**src/rtl/bus_controller.sv**
```systemverilog
`timescale 1ns/1ps
// bus_controller: 68000 bus-cycle controller with region decode,
// boot ROM overlay, wait states, watchdog bus error and IPL encoder.
module bus_controller #(
  parameter int         BOOT_CYCLES  = 4,
  parameter int         ROM_WAIT     = 2,
  parameter int         RAM_WAIT     = 0,
  parameter int         IO_WAIT      = 1,
  parameter int         BERR_TIMEOUT = 64,
  parameter logic [6:0] AVEC_MASK    = 7'h7E
) (
  input  logic       CLK,
  input  logic       RST,
  input  logic       AS_N,
  input  logic       UDS_N,
  input  logic       LDS_N,
  input  logic       RW,
  input  logic [2:0] FC,
  input  logic [3:0] ADDR_H,
  input  logic [2:0] ADDR_L,
  input  logic [6:0] IRQ_N,
  input  logic       DTACK_EXT_N,
  output logic [1:0] CS_ROM_N,
  output logic [1:0] CS_RAM_N,
  output logic       CS_DUART_N,
  output logic       CS_EXP_N,
  output logic [6:0] IACK_N,
  output logic       DTACK_N,
  output logic       VPA_N,
  output logic       BERR_N,
  output logic [2:0] IPL_N,
  output logic       BOOT
);

  localparam int CW = $clog2(BERR_TIMEOUT + 1);
  localparam int BW = $clog2(BOOT_CYCLES + 2);
  localparam logic [CW-1:0] WD_LAST = CW'(BERR_TIMEOUT - 1);
  localparam logic [BW-1:0] BOOT_N = BW'(BOOT_CYCLES);

  typedef enum logic [2:0] {
    S_IDLE, S_WAIT, S_ACK, S_AVEC, S_BERR
  } state_t;

  typedef enum logic [2:0] {
    K_NONE, K_ROM, K_RAM, K_IO,
    K_DUART, K_EXP, K_IACKV, K_IACKA
  } kind_t;

  state_t state, state_d;
  kind_t kind, kind_q, kind_d;
  logic armed, armed_d;
  logic [CW-1:0] wcnt, wcnt_d;
  logic [CW-1:0] wdog, wdog_d;
  logic [CW-1:0] wait_ld;
  logic [BW-1:0] bcnt, bcnt_d;
  logic boot_q, boot_d;
  logic done;

  logic is_iack, is_boot, is_map;
  logic avec, live;
  logic [7:0] avec_bits;
  logic [6:0] iack_oh;
  logic [1:0] bsel;
  logic [2:0] lvl;
  logic unused_rw;

  assign unused_rw = RW;

  assign is_iack = (FC == 3'b111);
  assign is_boot = ~is_iack & ~boot_q;
  assign is_map = ~is_iack & boot_q;
  assign avec_bits = {AVEC_MASK, 1'b0};
  assign avec = avec_bits[ADDR_L];

  always_comb begin
    kind = K_NONE;
    unique case (1'b1)
      is_iack: kind = avec ? K_IACKA : K_IACKV;
      is_boot: kind = K_ROM;
      is_map: begin
        unique case (ADDR_H)
          4'h0: kind = K_RAM;
          4'h8: kind = K_ROM;
          4'hC: kind = K_DUART;
          4'hD: kind = K_EXP;
          4'hF: kind = K_IO;
          default: kind = K_NONE;
        endcase
      end
      default: kind = K_NONE;
    endcase
  end

  always_comb begin
    wait_ld = '0;
    unique case (kind)
      K_ROM: wait_ld = CW'(ROM_WAIT);
      K_RAM: wait_ld = CW'(RAM_WAIT);
      K_IO: wait_ld = CW'(IO_WAIT);
      default: wait_ld = '0;
    endcase
  end

  always_comb begin
    iack_oh = '0;
    for (int i = 0; i < 7; i++)
      iack_oh[i] = (ADDR_L == 3'(i + 1));
  end

  // A cycle only drives selects once AS_N has been seen high since reset
  assign live = ~AS_N & (armed | (state != S_IDLE));
  assign bsel = {~UDS_N, ~LDS_N};

  assign CS_ROM_N = ~(bsel & {2{live & (kind == K_ROM)}});
  assign CS_RAM_N = ~(bsel & {2{live & (kind == K_RAM)}});
  assign CS_DUART_N = ~(live & (kind == K_DUART) & ~LDS_N);
  assign CS_EXP_N = ~(live & (kind == K_EXP));
  assign IACK_N = ~(iack_oh & {7{live & (kind == K_IACKV)}});
  assign BOOT = boot_q;

  always_comb begin
    lvl = 3'd0;
    for (int i = 0; i < 7; i++)
      if (!IRQ_N[i]) lvl = 3'(i + 1);
  end

  always_comb begin
    state_d = state;
    armed_d = armed | AS_N;
    wcnt_d = wcnt;
    wdog_d = wdog;
    kind_d = kind_q;
    done = 1'b0;
    case (state)
      S_IDLE: begin
        if (armed && !AS_N) begin
          state_d = S_WAIT;
          armed_d = 1'b0;
          wcnt_d = wait_ld;
          wdog_d = '0;
          kind_d = kind;
        end
      end
      S_WAIT: begin
        if (wcnt != '0) wcnt_d = wcnt - 1'b1;
        wdog_d = wdog + 1'b1;
        if (AS_N) begin
          state_d = S_IDLE;
        end else if (wdog == WD_LAST) begin
          state_d = S_BERR;
        end else if (wcnt == '0) begin
          unique case (kind_q)
            K_ROM, K_RAM, K_IO: state_d = S_ACK;
            K_DUART, K_EXP, K_IACKV:
              if (!DTACK_EXT_N) state_d = S_ACK;
            K_IACKA: state_d = S_AVEC;
            default: state_d = S_WAIT;
          endcase
        end
      end
      S_ACK, S_AVEC, S_BERR: begin
        if (AS_N) begin
          state_d = S_IDLE;
          done = 1'b1;
        end
      end
      default: state_d = S_IDLE;
    endcase
  end

  always_comb begin
    bcnt_d = bcnt;
    if (done && bcnt != BOOT_N) bcnt_d = bcnt + 1'b1;
    boot_d = boot_q | (done && bcnt_d == BOOT_N);
  end

  always_ff @(posedge CLK) begin
    if (RST) begin
      state <= S_IDLE;
      armed <= 1'b0;
      wcnt <= '0;
      wdog <= '0;
      kind_q <= K_NONE;
      bcnt <= '0;
      boot_q <= 1'b0;
      DTACK_N <= 1'b1;
      VPA_N <= 1'b1;
      BERR_N <= 1'b1;
      IPL_N <= 3'b111;
    end else begin
      state <= state_d;
      armed <= armed_d;
      wcnt <= wcnt_d;
      wdog <= wdog_d;
      kind_q <= kind_d;
      bcnt <= bcnt_d;
      boot_q <= boot_d;
      DTACK_N <= ~(state_d == S_ACK);
      VPA_N <= ~(state_d == S_AVEC);
      BERR_N <= ~(state_d == S_BERR);
      IPL_N <= ~lvl;
    end
  end

endmodule

```
**config.mk**
```make
export PLATFORM = sky130hd
export DESIGN_NAME = bus_controller
export DESIGN_NICKNAME = d
export VERILOG_FILES = /design/src/rtl/bus_controller.sv
export SDC_FILE = /design/constraint.sdc
export NUM_CORES = 1
export LEC_CHECK = 0
export ABC_AREA = 1
export BUFFER_PORTS_ARGS = -buffer_cell sky130_fd_sc_hd__buf_2
export CAP_MARGIN = 10
export CORE_MARGIN = 2
export CORE_UTILIZATION = 52
export CTS_CLUSTER_SIZE = 20
export DETAILED_ROUTE_END_ITERATION = 10
export MAX_ROUTING_LAYER = met4
export PLACE_DENSITY = 0.86
export REMOVE_ABC_BUFFERS = 1
export SKIP_CTS_REPAIR_TIMING = 1
export SYNTH_ARGS = -nofsm -noshare
export SYNTH_HDL_FRONTEND = slang
export SYNTH_SLANG_ARGS = --single-unit
```
**constraint.sdc**
```tcl
create_clock -name CLK -period 1.8 [get_ports CLK]
set_input_delay 0.27 -clock CLK [delete_from_list [all_inputs] [get_ports CLK]]
set_output_delay 0.27 -clock CLK [all_outputs]
set_load 0.01 [all_outputs]
```
After elaboration in Yosys (flattened, before gate mapping)
Memory sizes are Yosys's and may differ from the RTL's. Cells that the tools add are included.

Word-level logic and storage cells: 128. Memories: 1. Bits of input ports: 24. Latch bits: 0. Register bits: 31. Output and inout bits: 20. Memory bits (writable): 0. Bits in read-only memories: 8.

Bitwise logic cells: 29. $lt $le $gt $ge: 1. Add/sub/neg operators: 3. Equal/unequal tests: 37. Shifts and indexed selects: 0. $mul: 0. Muxes and demuxes: 30. Divide/modulo/power cells: 0. Reduce and logical (&&, ||, !) cells: 16.

Memories: (name not given) (words 8, bits a word 1, rd ports 1, clocked after memory_dff 0, wr ports 0, RTL line 73) `assign avec = avec_bits[ADDR_L];`.

Operator list (number): 3-bit equality test (second input constant) (15); 3-bit 2-to-1 mux (13); 3-bit by 2-bit equality test with 1-bit output (second input constant) (10); 7-bit one-hot mux with 2 select lines (2); 3-bit one-hot mux with 3 select lines (3); 7-bit 2-to-1 mux (3); 4-bit equality test (second input constant) (4); 3-bit one-hot mux with 5 select lines (1); 3-bit by 1-bit equality test with 1-bit output (second input constant) (4); 1-bit inverter (10); 1-bit bitwise AND (9); 3-bit OR reduction (3); 7-bit by 1-bit adder with 7-bit output (second input constant) (1); 7-bit bitwise AND (1); 7-bit by 6-bit equality test with 1-bit output (second input constant) (1); 7-bit zero test (1); 1-bit 2-to-1 mux (7); 7-bit inverter (1); 7-bit nonzero test (1); 7-bit by 1-bit subtractor with 7-bit output (second input constant) (1); 2-bit bitwise AND (2); 4-bit zero test (1); 3-bit by 4-bit < comparator with 1-bit output (second input constant) (1); 2-bit != test (second input constant) (2); 13 further kinds (19).

Depth between registers and ports, before layout
Gate-level depths: netlist of the first run.

Depth after elaboration: 9. Depth in mapped cells: 10. Gate-level depth less buffers: 10.

Worst setup path after synthesis of the first run
No wires, ideal clock.

Path kind: flip-flop to output port. Start: register boot_q, in the netlist BOOT. End: output port CS_DUART_N. Cell stages (with the launch flop): 7. Path buffers: 0. Setup slack: 0.207 ns. Required time: 1.530 ns. Arrival time: 1.323 ns. Cell sequence: dfxtp_1 > inv_1 > or2_2 > o21ai_0 > inv_1 > nor2_1 > nand4_1.

Longest elaborated chain between the ends: 7. Elaborated cells on any way between the ends: 8. Classes of those cells: eq/ne (1); mux (1); bitwise (6).

RTL lines: start, declared (RTL line 56) `logic boot_q, boot_d;`; start signal, assigned (RTL line 197) `boot_q <= boot_d;`; 1-bit inverter (RTL line 70) `assign is_boot = ~is_iack & ~boot_q;`; 1-bit bitwise AND (RTL line 70); 3-bit one-hot mux with 3 select lines * (RTL line 77) `unique case (1'b1)`; 3-bit equality test * (RTL line 116) `assign CS_DUART_N = ~(live & (kind == K_DUART) & ~LDS_N);`; 1-bit bitwise AND * (2 in a row) (RTL line 116); 1-bit inverter * (RTL line 116); end, declared (RTL line 25) `output logic CS_DUART_N,`.

Every way passes the cells marked *; elsewhere a longest branch is shown, timed or not.

Worst setup path in the final report of the first run
Start: register boot_q, in the netlist BOOT. End: output port CS_RAM_N[1].

Longest elaborated chain between the ends: 7. Elaborated cells on any way between the ends: 8. Classes of those cells: eq/ne (1); mux (1); bitwise (6).

RTL lines: 1-bit inverter (RTL line 70); 1-bit bitwise AND (RTL line 70); 3-bit one-hot mux with 3 select lines * (RTL line 77); 3-bit by 2-bit equality test with 1-bit output * (RTL line 115) `assign CS_RAM_N = ~(bsel & {2{live & (kind == K_RAM)}});`; 1-bit bitwise AND * (RTL line 115); 2-bit bitwise AND * (RTL line 115); 2-bit inverter * (RTL line 115); end, declared (RTL line 24) `output logic [1:0] CS_RAM_N,`.

Marks and branches as above.

==> out/results.txt, run 1 <==
Cell variety after synth - 30
Final WL - 3.66 mm
Placed cells - 343
Required @ worst endpoint - 1530 ps
Vias in the first global route - 1,526
Syn_area_per_cell - 6.67 um2
Global-route wire length before repair - 6.12 mm
Max Buffers Root-to-Sink - 2
Violated checks - setup timing
Post-synthesis simple-gate area fraction - 35.2%
Initial antenna violation count - 0
Post-route ant nets - 0
TritonCTS Buffers - 5
Arr. time, crit path - 1550 ps
Hold crit path type - in -> reg
Syn-to-layout area delta - 19.8%
Critical path class - reg -> out
Die area - 3830 um2
Tcrit/Tclk final - 101%
Setup crit start kind - flip-flop
Vias per inst - 4.88
Share of layout cells above drive strength 1 - 24.7%
Highest cell delay on the worst timing path - 360 ps
VDD IR-drop max - 0.426 mV
Final setup fails - 3
Commonest cells after routing, fill and taps aside - nand2_1 (63), buf_2 (35), inv_1 (31)
Commonest non-fill, non-tap cell in the layout - nand2_1
Mux contribution to synthesized area - 0%
IO buf count - 36
Drc violations - 0
Worst reg2reg path startpoint - wcnt[0]
CP startpoint - BOOT
Final net count - 333
Fin. Hold Viols - 0
Final cell count without fillers - 350
H-Tree Depth - 2
Initial core utilization - 53.0%
CP top delay family - simple AND/OR/NAND/NOR gates
Post-synthesis xor/xnor area fraction - 1.01%
Final instance area - 2090 um2
Crit path max-delay cell type - dfxtp_2
Synth Area in Compound Gates - 12.9%
Seq/Total Area, Yosys - 35.6%
Hold Crit Start - IRQ_N[6]
# IOs - 44
Number of synthesized register bits - 31
Max cap viols - 0
Critical Path Sink Type - primary output
Syn. warnings - 0
Tmin final - 1820 ps
GRT overflow - 0
Clock root cell - clkbuf_4
Total GRT Usage - 22.2%
CTS sink cnt - 31
Initial DRT Pass Iterations - 4
Fillcell total - 302
Die width - 61.9 um
RSZ-0062 raised after global routing - yes
Synth Cell Area - 1740 um2
Largest net degree at the start of global routing - 18
Worst-path maximum fanout - 4
Rows - 21
Post-DP Area - 1970 um2
Final Wtd Congestion - 0.837
Clk pin slew, worst setup/hold paths - 90 ps
Power Density - 643 nW/um2
Fmax - 0.550 GHz
Setup TNS - -51.8 ps
Post-DP HPWL - 2.68 mm
Leakage Power - 0.943 nW
Status - finished, violations left
Clock Latency Late Sink - 330 ps
Total number of vias - 1,709
Core area - 3280 um2
Synth Area in Adders - 3.59%
CP Buf/Inv Count - 2
Cell chain of the critical path - inv_2 -> or2_4 -> o21ai_4 -> nor2_2 -> and3_4 -> nand2_1 -> buf_2
Worst setup margin - -19.5 ps
Final clock skew - 3.92 ps
CTS tree - done
Antenna diode count - 0
Die span in y - 61.9 um
DR iter-0 viols - 59
Hold_ws - 183 ps
Syn Inst Count - 261
Slew Limit Fails - 0
Drt wl/cell - 10.5 um
Largest family of logic cells by synthesized area - simple AND/OR/NAND/NOR gates
==> cell families (layout without fill, tap and decap cells) <==
logic type,Yosys count,after routing
compound gates,38,38
xor+xnor,2,2
fa+ha+maj,5,5
buf+inv,47,85
flops,31,31
other cells,1,6
simple gates,137,137
==> metrics by stage <==
stage               setup WS [ps]  power [mW]  utilization, %
CTS                          -240        1.34            61.6
global placement              115       0.929            59.9
detailed placement            123       0.936            59.9
finish                      -19.5        1.34            63.5
global route                -99.8        1.41            63.5
floorplan                     207       0.865               -
==> cell usage after synthesis, drive strengths merged <==
cell type  count  share of area (%)
nand3b         2               0.86
conb           1               0.22
o22ai          1               0.36
buf            6                2.6
clkbuf         2               0.43
a21o           1               0.43
dfxtp         31                 36
inv           39                8.4
o31ai          1               0.43
a21boi         1               0.43
nand3         20                5.7
nor2          34                8.5
xor2           2                1.0
ha             5                3.6
o21ai         17                5.7
nor3           3               0.86
nand4          8                2.9
and3           1               0.36
a221oi         3                1.5
a21oi         14                4.0
nand2         68                 16
or2            1               0.36
==> worst paths after layout <==
check                end  slack, ps  depth (start not counted)
min reg2reg    kind_q[1]        490                          2
min             IPL_N[1]        180                          3
max reg2reg      wcnt[0]        290                          8
max          CS_RAM_N[1]        -20                          7
==> final cells by class <==
cell class	instances	area (um2)	area share [%]
inverters	39	146	7.01
repair buffers	39	209	10.0
clock buffers	6	51.3	2.46
clock inverters	1	5.00	0.240
flip-flops and latches	31	627	30.0
well taps	46	57.6	2.76
multi-input cells	188	991	47.5
==> worst register-to-register path: stages (launching register included) <==
cell and delay (ps):
dfxtp_1 330, inv_1 100, ha_1 210, nand2_1 80, nor2_1 80, o21ai_4 270, inv_2 100, a21oi_1 150
a21oi_1 90
==> registers in the layout, summed over array words and instances, names as in the netlist <==
signal,cells
wcnt,7
wdog,7
IPL_N,3
bcnt,3
kind_q,3
state,3
BERR_N,1
BOOT,1
DTACK_N,1
VPA_N,1
armed,1
==> where the power goes <==
part | internal (mW) | leakage (nW) | switching [mW]
clock network | 0.181 | 0.0341 | 0.232
logic | 0.0782 | 0.655 | 0.138
registers | 0.703 | 0.254 | 0.0108
total | 0.961 | 0.943 | 0.381
==> metal layers <==
layer	share of wire (%)	vias up	GRT usage (%)
met5	0	-	-
met4	1.3	0	6.38
met3	6.3	6	6.42
met2	47	52	36.7
met1	45	735	26.2
li1	-	916	-
Power figures use the tool's default switching activity.
==> inputs of run 2 (changes only) <==
--- a/config.mk
+++ b/config.mk
@@ -12,7 +12,6 @@
 export CORE_UTILIZATION = 52
 export CTS_CLUSTER_SIZE = 20
 export DETAILED_ROUTE_END_ITERATION = 10
-export MAX_ROUTING_LAYER = met4
 export PLACE_DENSITY = 0.86
 export REMOVE_ABC_BUFFERS = 1
 export SKIP_CTS_REPAIR_TIMING = 1
==> run 2 against run 1 <==
The flow still finishes with violations (setup timing). Cell area unchanged. Clock power hardly changed. Global-route usage decreased by 0.67 points. Clock-buffer cell count is the same.
==> out/results.txt, run 2 (synthesis results as in run 1) <==
GRT overflow - 0 (unchanged)
Power, Total - 1.34 mW (+0.16%)
Post-DP Area - 1970 um2 (unchanged)
Core area - 3280 um2 (unchanged)
Max cap viols - 0 (unchanged)
VDD IR-drop max - 0.428 mV (+0.50%)
Slew Limit Fails - 0 (unchanged)
Initial DRT Pass Iterations - 4 (unchanged)
Final cell count without fillers - 350 (unchanged)
CTS tree - done
Clk pin slew, worst setup/hold paths - 90 ps (about the same)
Die span in y - 61.9 um (unchanged)
Final instance area - 2090 um2 (unchanged)
Rows - 21 (unchanged)
Final WL - 3.66 mm (-0.14%)
Critical path class - reg -> out
Initial antenna violation count - 0 (unchanged)
Hold crit path type - in -> reg
Worst R2R Setup Slack - 290 ps (about the same)
Total number of vias - 1,712 (+0.18%)
Die area - 3830 um2 (unchanged)
Drt wl/cell - 10.4 um (-0.14%)
Final net count - 333 (unchanged)
Worst-path maximum fanout - 4 (unchanged)
Fmax - 0.550 GHz (about the same)
Setup crit start kind - flip-flop
DR iter-0 viols - 59 (unchanged)
Status - finished, violations left
Setup TNS - -51.2 ps (+0.565 ps)
Uppermost layer routed - met4
Post-route ant nets - 0 (unchanged)
IO buf count - 36 (unchanged)
CP top delay family - simple AND/OR/NAND/NOR gates
Largest net degree at the start of global routing - 18 (unchanged)
Fin util - 63.5% (unchanged)
Tmin final - 1820 ps (-0.614 ps)
Share of layout cells above drive strength 1 - 24.7% (unchanged)
Critical Path Sink Type - primary output
TritonCTS Buffers - 5 (unchanged)
Clock Latency Late Sink - 330 ps (about the same)
Syn-to-layout area delta - 19.8% (unchanged)
Post-DP HPWL - 2.68 mm (unchanged)
Met3 WL - 242 um (+4.3%)
Biggest regs - wcnt (7), wdog (7)
Commonest non-fill, non-tap cell in the layout - nand2_1
Final clock skew - 5.62 ps (+1.69 ps)
Vias in the first global route - 1,526 (unchanged)
Antenna diode count - 0 (unchanged)
Arr. time, crit path - 1550 ps (about the same)
Initial core utilization - 53.0% (unchanged)
RSZ-0062 raised after global routing - yes
Cell chain of the critical path - inv_2 -> or2_4 -> o21ai_4 -> nor2_2 -> and3_4 -> nand2_1 -> buf_2
Met2 wire length - 1.71 mm (-0.76%)
Leakage Power - 0.943 nW (unchanged)
Worst setup margin - -18.9 ps (+0.614 ps)
Required @ worst endpoint - 1530 ps (about the same)
Placed cells - 343 (unchanged)
Vias per inst - 4.89 (+0.18%)
Clock root cell - clkbuf_4
DRT met1 WL - 1.66 mm (-0.12%)
Commonest cells after routing, fill and taps aside - nand2_1 (63), buf_2 (35), inv_1 (31)
Final setup fails - 3 (unchanged)
CTS sink cnt - 31 (unchanged)
Drc violations - 0 (unchanged)
Power Density - 644 nW/um2 (+0.16%)
Total GRT Usage - 21.5% (-0.67 points)
Final Wtd Congestion - 0.824 (-1.5%)
Highest cell delay on the worst timing path - 360 ps (about the same)
Crit path max-delay cell type - dfxtp_2
Violated checks - setup timing
Max Buffers Root-to-Sink - 2 (unchanged)
H-Tree Depth - 2 (unchanged)
Fin. Hold Viols - 0 (unchanged)
CP Buf/Inv Count - 2 (unchanged)
Die width - 61.9 um (unchanged)
Tcrit/Tclk final - 101% (about the same)
Global-route wire length before repair - 6.12 mm (unchanged)
# IOs - 44 (unchanged)
==> run 2: metal layers <==
metal,GRT usage (%),vias to the layer above
met2,36.7,51
met5,0,-
met3,6.63,6
met4,6.38,0
li1,-,916
met1,26.1,739
==> run 2: final timing paths <==
kind	startpoint	endpoint	depth (start not counted)
max	BOOT	CS_RAM_N[1]	7
min	IRQ_N[6]	IPL_N[1]	3
max reg2reg	wcnt[0]	wcnt[0]	8
min reg2reg	kind_q[1]	kind_q[1]	2
==> run 2: worst reg2reg max path, cell delays in order (launching register included) <==
cell and delay, ps:
dfxtp_1 330, inv_1 100, ha_1 210, nand2_1 80, nor2_1 80, o21ai_4 270
inv_2 100, a21oi_1 150, a21oi_1 90
==> run 2: report_power, final <==
group          switching, mW  internal, mW  total [mW]
combinational          0.138        0.0782       0.216
clock                  0.234         0.181       0.415
sequential            0.0108         0.703       0.713
==> run 2: metrics by stage <==
step                hold WS [ps]  worst slack (ps)
floorplan                    339               207
global placement             462               115
detailed placement           467               123
CTS                          171              -240
global route                 199             -99.8
finish                       182             -18.9
==> run 2: area by class of cell <==
cell class,count,area (um2)
Clock inverter,1,5.00
Fill cell,302,1200
Timing Repair Buffer,39,209
Inverter,39,146
Multi-Input combinational cell,188,991
Sequential cell,31,627
Clock buffer,6,51.3
Tap cell,46,57.6
